File: config.mk
export PLATFORM = sky130hd
export DESIGN_NAME = banana_scan_ctrl_flat
export DESIGN_NICKNAME = d
export VERILOG_FILES = /design/src/rtl/banana_scan_ctrl_if.sv /design/src/rtl/banana_scan_ctrl.sv /design/src/flat_wrapper.sv
export SDC_FILE = /design/constraint.sdc
export NUM_CORES = 1
export LEC_CHECK = 0
export BUFFER_PORTS_ARGS = -buffer_cell sky130_fd_sc_hd__buf_2
export CAP_MARGIN = 15
export CORE_MARGIN = 2
export CORE_UTILIZATION = 52
export DETAILED_ROUTE_END_ITERATION = 7
export PLACE_DENSITY = 0.76
export REMOVE_ABC_BUFFERS = 1
export SLEW_MARGIN = 40
export SYNTH_ARGS = -nofsm -noshare
export SYNTH_HDL_FRONTEND = slang
export SYNTH_SLANG_ARGS = --single-unit
File: constraint.sdc
create_clock -name clk -period 8.8 [get_ports clk]
set_input_delay 1.76 -clock clk [delete_from_list [all_inputs] [get_ports clk]]
set_output_delay 1.76 -clock clk [all_outputs]
set_load 0.03 [all_outputs]
File: src/rtl/banana_scan_ctrl_if.sv
// rtl/banana_scan_ctrl_if.sv - slot-config write port and pickup event channel
interface banana_scan_ctrl_if #(
  parameter int W = 16
);
  logic         cfg_we;
  logic [4:0]   cfg_idx;
  logic [W-1:0] cfg_x;
  logic [W-1:0] cfg_y;
  logic         evt_valid;
  logic [4:0]   evt_idx;
  logic         evt_ready;

  modport master (
    output cfg_we, cfg_idx, cfg_x, cfg_y, evt_ready,
    input  evt_valid, evt_idx
  );

  modport slave (
    input  cfg_we, cfg_idx, cfg_x, cfg_y, evt_ready,
    output evt_valid, evt_idx
  );
endinterface

File: src/rtl/banana_scan_ctrl.sv
// rtl/banana_scan_ctrl.sv - per-frame banana pickup scanner, one slot per clock
// Optional feature macro: BANANA_LIFE_EN (count rolls over into an extra-life pulse).
module banana_scan_ctrl #(
  parameter int NUM_ITEMS   = 5,
  parameter int W           = 16,
  parameter int CNT_W       = 8,
  parameter int LIFE_THRESH = 100
) (
  input  logic                 clk,
  input  logic                 reset,
  input  logic                 frame_start_i,
  input  logic                 level_restart_i,
  input  logic [W-1:0]         player_x_i,
  input  logic [W-1:0]         player_y_i,
  banana_scan_ctrl_if.slave    bus,
  output logic                 busy_o,
  output logic [NUM_ITEMS-1:0] present_mask_o,
  output logic [CNT_W-1:0]     count_o,
  output logic                 scan_done_o,
  output logic                 overrun_o,
  output logic                 life_pulse_o
);
  localparam int IW = (NUM_ITEMS > 1) ? $clog2(NUM_ITEMS) : 1;
  localparam logic [4:0] LAST_IDX = 5'(NUM_ITEMS - 1);
  localparam logic signed [W+1:0] K16  = (W+2)'(16);
  localparam logic signed [W+1:0] K20  = (W+2)'(20);
  localparam logic signed [W+1:0] K80  = (W+2)'(80);
  localparam logic signed [W+1:0] K90  = (W+2)'(90);
  localparam logic signed [W+1:0] K110 = (W+2)'(110);

  typedef enum logic [1:0] {IDLE, SCAN, DONE} state_t;

  state_t               state_q, state_d;
  logic [4:0]           idx_q, idx_d;
  logic [W-1:0]         px_q, px_d, py_q, py_d;
  logic [W-1:0]         slot_x_q [NUM_ITEMS];
  logic [W-1:0]         slot_y_q [NUM_ITEMS];
  logic [NUM_ITEMS-1:0] present_q, present_d;
  logic [CNT_W-1:0]     count_q, count_d;
  logic [CNT_W:0]       count_inc;
  logic                 evt_valid_q, evt_valid_d;
  logic [4:0]           evt_idx_q, evt_idx_d;
  logic                 overrun_q, overrun_d;
  logic                 cfg_ok, chan_free, hit, stall;
  logic signed [W+1:0]  px_s, py_s, sx_s, sy_s;
`ifdef BANANA_LIFE_EN
  logic                 life_q, life_d;
`endif

  // Zero-extended into W+2 signed bits so the offsets can neither wrap nor go negative-unsigned.
  assign px_s = $signed({2'b00, px_q});
  assign py_s = $signed({2'b00, py_q});
  assign sx_s = $signed({2'b00, slot_x_q[idx_q[IW-1:0]]});
  assign sy_s = $signed({2'b00, slot_y_q[idx_q[IW-1:0]]});
  assign hit  = (px_s + K90  <= sx_s + K16) && (px_s + K110 >= sx_s + K16) &&
                (py_s + K80  >= sy_s - K16) && (py_s + K20  <= sy_s - K16);

  assign chan_free = !evt_valid_q || bus.evt_ready;
  assign stall     = (state_q == SCAN) && hit && present_q[idx_q[IW-1:0]] && !chan_free;
  assign count_inc = {1'b0, count_q} + (CNT_W+1)'(1);
  assign cfg_ok    = (state_q == IDLE) && bus.cfg_we && ({1'b0, bus.cfg_idx} < 6'(NUM_ITEMS));

  always_comb begin
    state_d     = state_q;
    idx_d       = idx_q;
    px_d        = px_q;
    py_d        = py_q;
    present_d   = present_q;
    count_d     = count_q;
    evt_valid_d = evt_valid_q && !bus.evt_ready;
    evt_idx_d   = evt_idx_q;
    overrun_d   = overrun_q;
`ifdef BANANA_LIFE_EN
    life_d      = 1'b0;
`endif
    case (state_q)
      IDLE: begin
        if (frame_start_i) begin
          px_d    = player_x_i;
          py_d    = player_y_i;
          idx_d   = '0;
          state_d = SCAN;
        end
      end
      SCAN: begin
        if (frame_start_i) overrun_d = 1'b1;
        if (hit && present_q[idx_q[IW-1:0]] && chan_free) begin
          present_d[idx_q[IW-1:0]] = 1'b0;
          evt_valid_d = 1'b1;
          evt_idx_d   = idx_q;
`ifdef BANANA_LIFE_EN
          if (count_inc == (CNT_W+1)'(LIFE_THRESH)) begin
            count_d = '0;
            life_d  = 1'b1;
          end else begin
            count_d = count_inc[CNT_W-1:0];
          end
`else
          if (!count_inc[CNT_W]) count_d = count_inc[CNT_W-1:0];
`endif
        end
        if (!stall) begin
          if (idx_q == LAST_IDX) state_d = DONE;
          else                   idx_d   = idx_q + 5'd1;
        end
      end
      DONE: begin
        if (frame_start_i) overrun_d = 1'b1;
        state_d = IDLE;
      end
      default: state_d = IDLE;
    endcase
    if (level_restart_i) begin
      state_d     = IDLE;
      present_d   = '1;
      count_d     = '0;
      evt_valid_d = 1'b0;
      overrun_d   = 1'b0;
`ifdef BANANA_LIFE_EN
      life_d      = 1'b0;
`endif
    end
  end

  always_ff @(posedge clk or posedge reset) begin
    if (reset) begin
      state_q     <= IDLE;
      idx_q       <= '0;
      px_q        <= '0;
      py_q        <= '0;
      present_q   <= '1;
      count_q     <= '0;
      evt_valid_q <= 1'b0;
      evt_idx_q   <= '0;
      overrun_q   <= 1'b0;
      for (int i = 0; i < NUM_ITEMS; i++) begin
        slot_x_q[i] <= '0;
        slot_y_q[i] <= '0;
      end
    end else begin
      state_q     <= state_d;
      idx_q       <= idx_d;
      px_q        <= px_d;
      py_q        <= py_d;
      present_q   <= present_d;
      count_q     <= count_d;
      evt_valid_q <= evt_valid_d;
      evt_idx_q   <= evt_idx_d;
      overrun_q   <= overrun_d;
      if (cfg_ok) begin
        slot_x_q[bus.cfg_idx[IW-1:0]] <= bus.cfg_x;
        slot_y_q[bus.cfg_idx[IW-1:0]] <= bus.cfg_y;
      end
    end
  end

`ifdef BANANA_LIFE_EN
  always_ff @(posedge clk or posedge reset) begin
    if (reset) life_q <= 1'b0;
    else       life_q <= life_d;
  end
  assign life_pulse_o = life_q;
`else
  assign life_pulse_o = 1'b0;
`endif

  assign busy_o         = (state_q != IDLE);
  assign scan_done_o    = (state_q == DONE);
  assign present_mask_o = present_q;
  assign count_o        = count_q;
  assign overrun_o      = overrun_q;
  assign bus.evt_valid  = evt_valid_q;
  assign bus.evt_idx    = evt_idx_q;
endmodule

File: src/flat_wrapper.sv
// flat-port wrapper written by rule: the top's interface ports become plain ports
module banana_scan_ctrl_flat 
#(
  parameter int NUM_ITEMS   = 5,
  parameter int W           = 16,
  parameter int CNT_W       = 8,
  parameter int LIFE_THRESH = 100
)
  (clk, reset, frame_start_i, level_restart_i, player_x_i, player_y_i, busy_o, present_mask_o, count_o, scan_done_o, overrun_o, life_pulse_o, bus_cfg_we, bus_cfg_idx, bus_cfg_x, bus_cfg_y, bus_evt_ready, bus_evt_valid, bus_evt_idx);
  banana_scan_ctrl_if #(.W(W)) bus_i ();
  input  logic clk;
  input  logic reset;
  input  logic frame_start_i;
  input  logic level_restart_i;
  input  logic [W-1:0] player_x_i;
  input  logic [W-1:0] player_y_i;
  output logic busy_o;
  output logic [NUM_ITEMS-1:0] present_mask_o;
  output logic [CNT_W-1:0] count_o;
  output logic scan_done_o;
  output logic overrun_o;
  output logic life_pulse_o;
  input wire logic [$bits(bus_i.cfg_we)-1:0] bus_cfg_we;
  input wire logic [$bits(bus_i.cfg_idx)-1:0] bus_cfg_idx;
  input wire logic [$bits(bus_i.cfg_x)-1:0] bus_cfg_x;
  input wire logic [$bits(bus_i.cfg_y)-1:0] bus_cfg_y;
  input wire logic [$bits(bus_i.evt_ready)-1:0] bus_evt_ready;
  output wire logic [$bits(bus_i.evt_valid)-1:0] bus_evt_valid;
  output wire logic [$bits(bus_i.evt_idx)-1:0] bus_evt_idx;
  assign bus_i.cfg_we = bus_cfg_we;
  assign bus_i.cfg_idx = bus_cfg_idx;
  assign bus_i.cfg_x = bus_cfg_x;
  assign bus_i.cfg_y = bus_cfg_y;
  assign bus_i.evt_ready = bus_evt_ready;
  assign bus_evt_valid = bus_i.evt_valid;
  assign bus_evt_idx = bus_i.evt_idx;
  banana_scan_ctrl #(.NUM_ITEMS(NUM_ITEMS), .W(W), .CNT_W(CNT_W), .LIFE_THRESH(LIFE_THRESH)) u_core (.clk(clk), .reset(reset), .frame_start_i(frame_start_i), .level_restart_i(level_restart_i), .player_x_i(player_x_i), .player_y_i(player_y_i), .bus(bus_i), .busy_o(busy_o), .present_mask_o(present_mask_o), .count_o(count_o), .scan_done_o(scan_done_o), .overrun_o(overrun_o), .life_pulse_o(life_pulse_o));
endmodule
-- Word level (Yosys, flattened, before mapping)
Cells that the tools add are included.
- flip-flop bits (word level): 219
- output and inout port bits: 23
- word-level logic and storage cells: 119
- $lt $le $gt $ge: 10
- bitwise gates (word level): 4
- reductions and logical operators: 32
- multiplexer cells: 36
- equal/unequal tests: 10
- $add $sub $neg: 8
- operators with widths (kind ; count):
    $bwmux W80 ; 2
    $bmux W16 S3 ; 2
    $mux W16 ; 5
    $add A16 B7 Y17 const B ; 3
    $demux W16 S3 ; 1
    $ge A18 B18 Y1 ; 2
    $le A18 B18 Y1 ; 2
    $add A16 B5 Y17 const B ; 2
    $mux W8 ; 4
    $mux W5 ; 6
    $sub A16 B5 Y17 const B ; 1
    $logic_and A1 B1 Y1 ; 13
    $reduce_bool A2 Y1 ; 6
    $pmux W5 S2 ; 1
    $add A8 B1 Y9 const B ; 1
    $ne A3 B3 Y1 const B ; 3
    $ge A4 B4 Y1 const B ; 2
    $mux W1 ; 8
    $mux W2 ; 4
    $ne A2 B2 Y1 const B ; 4
    $not A3 Y4 ; 2
    $reduce_and A2 Y1 ; 4
    $reduce_and A3 Y1 ; 2
    $add A5 B1 Y5 const B ; 1
    other kinds (17) ; 19

-- Longest topological paths before layout
Gate-level depths: netlist of run 1.
- depth in word-level cells: 15
- depth in mapped cells: 24

-- Worst setup path before layout of run 1
No wires, ideal clock.
- path kind: register to register
- from: reg u_core.idx_q[0]
- to: reg u_core.count_q[0] (netlist: u_core.count_o[0])
- required time: 8.672 ns
- stages on the path, launching flop included: 24
- arrival time: 5.110 ns
- library setup time: 0.128 ns
- period minus slack after synthesis: 5.238 ns
- setup slack: 3.562 ns
- buffers on the path: 4
- cells stage by stage: dfrtp_1 -> buf_6 -> buf_8 -> buf_12 -> mux2_1 -> a21oi_1 -> o22a_1 -> ha_1 -> nor3b_1 -> nand2_1 -> xnor2_1 -> ha_1 -> a21oi_1 -> nand2_1 -> a211o_1 -> a211oi_1 -> nor2_1 -> o21ai_0 -> o211a_1 -> o31ai_1 -> or4_1 -> buf_2 -> a311oi_2 -> mux2_1
- longest elaborated chain between the ends: 13
- elaborated cells on any way between the ends: 22
- ends and longest elaborated chain (element ; line ; RTL):
    start: declaration ; banana_scan_ctrl.sv:34 ; logic [4:0] idx_q, idx_d;
    start signal: assignment ; banana_scan_ctrl.sv:142 ; idx_q <= idx_d;
    $not A3 Y4 (not written as such) ; banana_scan_ctrl.sv:53, banana_scan_ctrl.sv:54 ;
    $bmux W16 S3 ; banana_scan_ctrl.sv:53 ; assign sx_s = $signed({2'b00, slot_x_q[idx_q[IW-1:0]]});
    $mux W16 (not written as such) (2 in a row) ; banana_scan_ctrl.sv:53 ;
    $add A16 B5 Y17 ; banana_scan_ctrl.sv:55 ; assign hit = (px_s + K90 <= sx_s + K16) && (px_s + K110 >= sx_s + K16) &&
    $le A18 B18 Y1 / $ge A18 B18 Y1 (equally long branches) ; banana_scan_ctrl.sv:55 ;
    $logic_and A1 B1 Y1 (2 in a row) ; banana_scan_ctrl.sv:55 ;
    $logic_and A1 B1 Y1 ; banana_scan_ctrl.sv:56 ; (py_s + K80 >= sy_s - K16) && (py_s + K20 <= sy_s - K16);
    $logic_and A1 B1 Y1 * (2 in a row) ; banana_scan_ctrl.sv:87 ; if (hit && present_q[idx_q[IW-1:0]] && chan_free) begin
    $reduce_bool A2 Y1 (no line) * ; - ;
    $reduce_and A3 Y1 (no line) * ; - ;
    end signal: assignment ; banana_scan_ctrl.sv:146 ; count_q <= count_d;
    end: declaration ; banana_scan_ctrl.sv:39 ; logic [CNT_W-1:0] count_q, count_d;
Mark *: on every way between the ends. The rest lies on a longest branch, timed or not. The select of a mux whose other input is x is not followed.
A chain may end at the register's enable or synchronous reset.

-- Final worst setup path of run 1
- from: reg u_core.idx_q[1]
- to: reg u_core.evt_idx_q[2] (netlist: u_core.bus.evt_idx[2])
- longest elaborated chain between the ends: 12
- elaborated cells on any way between the ends: 21
- ends and longest elaborated chain (element ; line ; RTL):
    $not A3 Y4 (not written as such) ; banana_scan_ctrl.sv:53, banana_scan_ctrl.sv:54 ;
    $bmux W16 S3 ; banana_scan_ctrl.sv:53 ;
    $mux W16 (not written as such) (2 in a row) ; banana_scan_ctrl.sv:53 ;
    $add A16 B5 Y17 ; banana_scan_ctrl.sv:55 ;
    $le A18 B18 Y1 / $ge A18 B18 Y1 (equally long branches) ; banana_scan_ctrl.sv:55 ;
    $logic_and A1 B1 Y1 (2 in a row) ; banana_scan_ctrl.sv:55 ;
    $logic_and A1 B1 Y1 ; banana_scan_ctrl.sv:56 ;
    $logic_and A1 B1 Y1 * (2 in a row) ; banana_scan_ctrl.sv:87 ;
    $reduce_and A2 Y1 (no line) * ; - ;
    end signal: assignment ; banana_scan_ctrl.sv:148 ; evt_idx_q <= evt_idx_d;
    end: declaration ; banana_scan_ctrl.sv:42 ; logic [4:0] evt_idx_q, evt_idx_d;
Marks and branches as above.

==> results of run 1 <==
flip-flops by register name, indices dropped and copies added, names as in the netlist:
signal,flops
u_core.bus.evt_idx,5
u_core.slot_x_q,80
u_core.slot_y_q,80
u_core.count_o,8
u_core.bus.evt_valid,1
u_core.overrun_o,1
u_core.idx_q,5
u_core.py_q,16
u_core.present_mask_o,5
u_core.state_q,2
u_core.px_q,16
cell usage in the layout, fill, tap and decap left out, types with 25 or more instances in the layout:
cell type    n
mux2i_1     33
nand2_1     69
nand3_1     27
xnor2_1     42
buf_2       96
nor2_1      57
ha_1        61
mux2_2     206
dfrtp_1    211
a21oi_1     50
clkbuf_16   25
area by class of cell:
type	count	area (um^2)	share of cell area, %
well taps	324	405	2.76
clock buffers	37	731	4.98
flip-flops and latches	219	5490	37.5
inverters	25	106	0.725
multi-input cells	849	7160	48.9
diodes	1	2.50	0.0171
repair buffers	108	614	4.19
clock inverters	9	149	1.02
worst paths after layout:
check,from,end,slack [ns]
min in group asynchronous,reset,u_core.slot_y_q[24],1.37
hold reg to reg,u_core.present_mask_o[2],u_core.present_mask_o[2],0.49
setup / recovery,u_core.idx_q[1],u_core.bus.evt_idx[2],2.23
hold / removal,u_core.present_mask_o[2],u_core.present_mask_o[2],0.49
setup reg to reg,u_core.idx_q[1],u_core.bus.evt_idx[2],2.23
max in group asynchronous,reset,u_core.idx_q[0],6.20
kinds of logic after synthesis:
logic type / share of synthesized area, %
flops: 42.1
buf+inv: 3.28
simple gates: 10.6
fa+ha+maj: 6.10
mux: 21.4
compound gates: 11.4
xor+xnor: 5.12
other cells: 0.0288
metrics by stage:
stage / instances / power (mW) / setup WS [ns]
floorplan: 1093 / 2.57 / 1.06
global placement: 1523 / 2.92 / 2.59
detailed placement: 1525 / 2.96 / 2.37
CTS: 1571 / 4.09 / 2.30
global route: 1572 / 4.36 / 1.83
finish: 1572 / 4.07 / 2.23
power groups by stage:
stage | Clock, mW | Combinational (mW) | Sequential, mW
final | 1.11 | 1.58 | 1.39
after global routing | 1.17 | 1.78 | 1.42
after CTS | 1.13 | 1.58 | 1.38
after detailed placement | 0 | 1.56 | 1.40
after global placement | 0 | 1.53 | 1.39
after floorplan | 0 | 1.20 | 1.38
per-layer routing:
| layer | GRT usage (%) | vias to the layer above |
|---|---|---|
| li1 | - | 4387 |
| met1 | 33.0 | 4710 |
| met2 | 38.8 | 247 |
| met3 | 3.24 | 60 |
| met4 | 6.88 | 0 |
| met5 | 0 | - |
worst min-delay path: cells and delay by family (launching register included):
kind               cells  cell delay [ns]
and+or+nand+nor        1             0.05
AOI/OAI and AO/OA      1             0.06
DFF                    1             0.38
==> flow_metrics.py, run 1 <==
metrics = {
    "power": {
        "intPower_mw": 2.65,
        "powerDensity_nw_per_um2": 278,
        "power.share.clock_pct": 27.2,
        "p_leak_nw": 6.55,
        "p_sw_mw": 1.43,
        "switching_share_pct": 35.0,
        "p_comb_share_pct": 38.7,
        "power_frac_seq_pct": 34.1,
        "vdd_drop_max_mv": 0.210,
    },
    "drt": {
        "top_layer_used": "met4",
        "dr.pass1.iters": 5,
        "drtIter0Drc": 603,
        "finalWirelength_um": 30700,
        "vias": 9404,
        "drc_errors": 0,
        "met3WireLength_um": 1400,
        "viasPerCell": 5.98,
        "detail-route-antenna-nets": 0,
        "routedWlPerCell_um": 19.5,
        "met2_length_um": 14500,
        "wirelength_met1_um": 13900,
    },
    "synth": {
        "netlist_top_cells_count": "214 x dfrtp_1, 206 x mux2_2, 69 x nand2_1",
        "mappedNetlistArea_um2": 13000,
        "synth_cell_types": 102,
        "synthTopCellsByArea": "dfrtp_1 41%, mux2_2 18%, ha_1 5.9%",
        "avgSynthCellArea_um2": 11.3,
        "post-synth-top-area-cell": "dfrtp_1",
        "synth_top_area_share_pct": 41.1,
        "ys_ff_latch": 219,
        "ys_seq_area_share_pct": 42.1,
        "synth_edf_count": 0,
        "synthMostInstantiatedCell": "dfrtp_1",
        "synthCells": 1153,
        "ys_async_sr_fraction_pct": 100,
        "ys_warn_count": 0,
        "synth_ff_type": "dfrtp_1",
    },
    "layout": {
        "post-route-util_pct": 60.0,
        "nets": 1364,
        "stdcell_area_um2": 14700,
        "fillers": 1988,
        "drive_gt1_share_pct": 33.4,
        "synthToLayoutAreaGrowth_pct": 12.5,
    },
    "sta": {
        "slew_headroom_pct": 43.4,
        "fin_crit_sh_pct": 74.6,
        "max_freq_mhz": 152,
        "min_period_ns": 6.57,
        "final.setup.tns_ns": 0,
        "drv_slew": 0,
        "fin_skew_ns": 0.00906,
        "setup_viol_count_final": 0,
        "rsz0062_at_grt": "no",
        "hold_viol": 0,
        "hold_ws_ns": 0.486,
        "worst_pin_slew_ns": 0.848,
    },
    "die": {
        "die_height_um": 162,
        "ios": 98,
        "rows": 57,
        "die_w_um": 162,
        "coreArea_um2": 24500,
        "start_util_pct": 53.3,
        "fp.dieArea_um2": 26300,
    },
    "critical_path": {
        "max_stage_delay_ns": 0.84,
        "critPathSlowestCell": "or4_1",
        "cp.required_ns": 9.22,
        "path_cells": "buf_4, and2_1, a22oi_1, o22ai_1, ha_1, o21ai_1, nor3_1, nand4_1, ha_1, nand2_1, or4_2, nor4_1, a2111oi_1, or4_1, nor2_2, mux2_2",
        "critPathTopFamily": "simple AND/OR/NAND/NOR gates",
        "worstSetupPathType": "reg -> reg",
        "startpoint_type": "flip-flop",
        "reg2regPathDepth": 16,
        "end_kind": "flip-flop",
        "crit_fanout": 30,
        "crit_cells": 16,
        "arrival_ns": 6.98,
        "worst-path-buf-inv": 1,
        "critPathMostFrequentCell": "ha_1",
    },
    "global_routing": {
        "grt_pass1_vias": 9463,
        "grt_max_degree": 147,
        "antenna_found_initial": 1,
        "grt.total_usage_pct": 23.7,
        "overflow": 0,
        "grt_pass1_wl_um": 50500,
    },
    "min_path": {
        "hp-class": "reg -> reg",
        "worstHoldPathCells": 2,
    },
    "clock_tree": {
        "numCtsBuffers": 25,
        "cts_hold_buffers": 0,
        "cts_sinks": 219,
        "cts_resized": 0,
        "root_buffer": "clkbuf_16",
        "cts_tree": "built",
        "path_clk_slew_ns": 0.06,
        "cts_buffer_depth": 3,
        "clkLatencyLatePin_ns": 0.53,
        "cts_setup_buffers": 0,
        "htree_levels": 1,
    },
    "placement": {
        "place_area_um2": 13800,
        "place.gp.congestion": 0.918,
        "port_buffers": 96,
        "dp_hpwl_um": 21200,
    },
    "run": {
        "max_cap_viol_count": 0,
    },
    "outcome": {
        "status": "finished clean",
    },
}
Note: power is estimated with default switching activity, not from simulation.
==> run 2, diff against run 1 <==
--- a/config.mk
+++ b/config.mk
@@ -10,7 +10,7 @@
 export CORE_MARGIN = 2
 export CORE_UTILIZATION = 52
 export DETAILED_ROUTE_END_ITERATION = 7
-export PLACE_DENSITY = 0.76
+export PLACE_DENSITY = 0.79
 export REMOVE_ABC_BUFFERS = 1
 export SLEW_MARGIN = 40
 export SYNTH_ARGS = -nofsm -noshare
==> constraint.sdc (replaced) <==
create_clock -name clk -period 5.5 [get_ports clk]
set_input_delay 1.1 -clock clk [delete_from_list [all_inputs] [get_ports clk]]
set_output_delay 1.1 -clock clk [all_outputs]
set_load 0.03 [all_outputs]
==> flow_metrics.py, run 2 (synthesis gave the netlist of run 1 again) <==
metrics = {
    "outcome": {
        "status": "finished clean",
    },
    "power": {
        "p_leak_nw": 6.70,
        "vdd_drop_max_mv": 0.332,
        "powerDensity_nw_per_um2": 448,
    },
    "sta": {
        "hold_viol": 0,
        "fin_crit_sh_pct": 95.2,
        "slew_headroom_pct": 53.2,
        "max_freq_mhz": 191,
        "fin_skew_ns": 0.00841,
        "drv_slew": 0,
        "min_period_ns": 5.23,
        "worst_pin_slew_ns": 0.702,
        "rsz0062_at_grt": "no",
        "setup_viol_count_final": 0,
    },
    "die": {
        "ios": 98,
        "die_height_um": 162,
        "die_w_um": 162,
        "coreArea_um2": 24500,
        "fp.dieArea_um2": 26300,
        "rows": 57,
        "start_util_pct": 53.3,
    },
    "layout": {
        "drive_gt1_share_pct": 35.1,
        "layout_common_cells": "211 x dfrtp_1, 206 x mux2_2, 96 x buf_2",
        "layout_commonest_cell": "dfrtp_1",
        "synthToLayoutAreaGrowth_pct": 14.6,
        "reg_top3": "u_core.slot_x_q (80), u_core.slot_y_q (80)",
        "nets": 1386,
        "layout.cells.non_filler": 1594,
        "stdcell_area_um2": 14900,
    },
    "critical_path": {
        "worstSetupPathType": "reg -> reg",
        "end_kind": "flip-flop",
        "startpoint_type": "flip-flop",
        "max_stage_delay_ns": 0.66,
        "worst-path-buf-inv": 1,
        "path_cells": "buf_4, or2_2, o22ai_1, o32a_1, and4bb_4, nand3_1, xor2_1, ha_1, nand2_1, or4_2, nor4_1, a2111oi_1, or4_4, nor2_2, mux2_2",
        "critPathSlowestCell": "or4_2",
        "crit_fanout": 29,
        "arrival_ns": 5.64,
        "critPathTopFamily": "simple AND/OR/NAND/NOR gates",
        "cp.required_ns": 5.90,
    },
    "global_routing": {
        "use_met2_pct": 40.7,
        "grt_util_met1_pct": 32.4,
        "grt_max_degree": 147,
        "grt_pass1_wl_um": 50700,
        "overflow": 0,
        "grt.total_usage_pct": 24.0,
        "gr-usage-met3_pct": 2.94,
        "grt_pass1_vias": 9687,
        "grt-busiest-layer": "met2",
        "antenna_found_initial": 2,
    },
    "run": {
        "max_cap_viol_count": 0,
    },
    "placement": {
        "dp.cells": 1545,
        "port_buffers": 96,
        "dp_hpwl_um": 22400,
        "place.gp.congestion": 0.943,
        "place_area_um2": 13900,
    },
    "drt": {
        "drc_errors": 0,
        "dr.pass1.iters": 5,
        "detail-route-antenna-nets": 0,
        "finalWirelength_um": 31800,
        "vias": 9573,
        "drtIter0Drc": 654,
        "routedWlPerCell_um": 20.0,
        "viasPerCell": 6.01,
    },
    "clock_tree": {
        "path_clk_slew_ns": 0.06,
        "clkLatencyLatePin_ns": 0.52,
        "cts_sinks": 219,
        "cts_resized": 0,
        "cts_buffer_depth": 3,
        "htree_levels": 1,
        "numCtsBuffers": 25,
        "cts_setup_buffers": 0,
        "cts_hold_buffers": 0,
        "cts_tree": "built",
        "root_buffer": "clkbuf_16",
    },
    "min_path": {
        "hp-class": "reg -> reg",
    },
}
-- run 2: per-layer routing --
metal / routed length [um] / share of wire (%)
met4: 927 / 2.9
met2: 15800 / 50
met5: 0 / 0
met3: 1470 / 4.6
met1: 13600 / 43
-- run 2: worst paths after layout --
| path | slack, ns | start | cells past startpoint | end |
|---|---|---|---|---|
| setup reg to reg | 0.27 | u_core.idx_q[2] | 15 | u_core.bus.evt_idx[3] |
| min in group asynchronous | 0.55 | reset | 2 | u_core.slot_y_q[61] |
| max in group asynchronous | 3.66 | reset | 4 | u_core.slot_y_q[68] |
| hold / removal | 0.50 | u_core.overrun_o | 2 | u_core.overrun_o |
| setup / recovery | 0.27 | u_core.idx_q[2] | 15 | u_core.bus.evt_idx[3] |
| hold reg to reg | 0.50 | u_core.overrun_o | 2 | u_core.overrun_o |
-- run 2: per-stage QoR --
step	TNS [ns]	total power [mW]	setup WS [ns]	hold WS, ns	util, %
2_1_floorplan	-357.06	4.12	-1.58	0.470	-
3_3_place_gp	0	4.73	0.322	0.474	56.7
3_5_place_dp	0	4.81	0.104	0.484	56.9
4_1_cts	0	6.65	0.0734	0.494	60.6
5_1_grt	0	7.09	0.0243	0.514	61.0
6_report	0	6.69	0.266	0.499	61.0
-- run 2: area by class of cell --
class                   instances  area (um^2)
inverters                      25          106
well taps                     324          405
clock inverters                10          181
flip-flops and latches        219         5490
diodes                          2         5.00
fillers                      1903         9530
multi-input cells             849         7210
clock buffers                  35          723
repair buffers                130          813
-- run 2: power breakdown --
| group | internal [mW] | switching (mW) | total [mW] |
|---|---|---|---|
| logic | 1.26 | 1.42 | 2.68 |
| clock network | 1.15 | 0.659 | 1.81 |
| registers | 1.94 | 0.262 | 2.20 |
-- run 2: worst min-delay path: stages, from the launching register on --
cell	delay, ns
dfrtp_1	0.34
a21oi_1	0.04
nor2_1	0.07
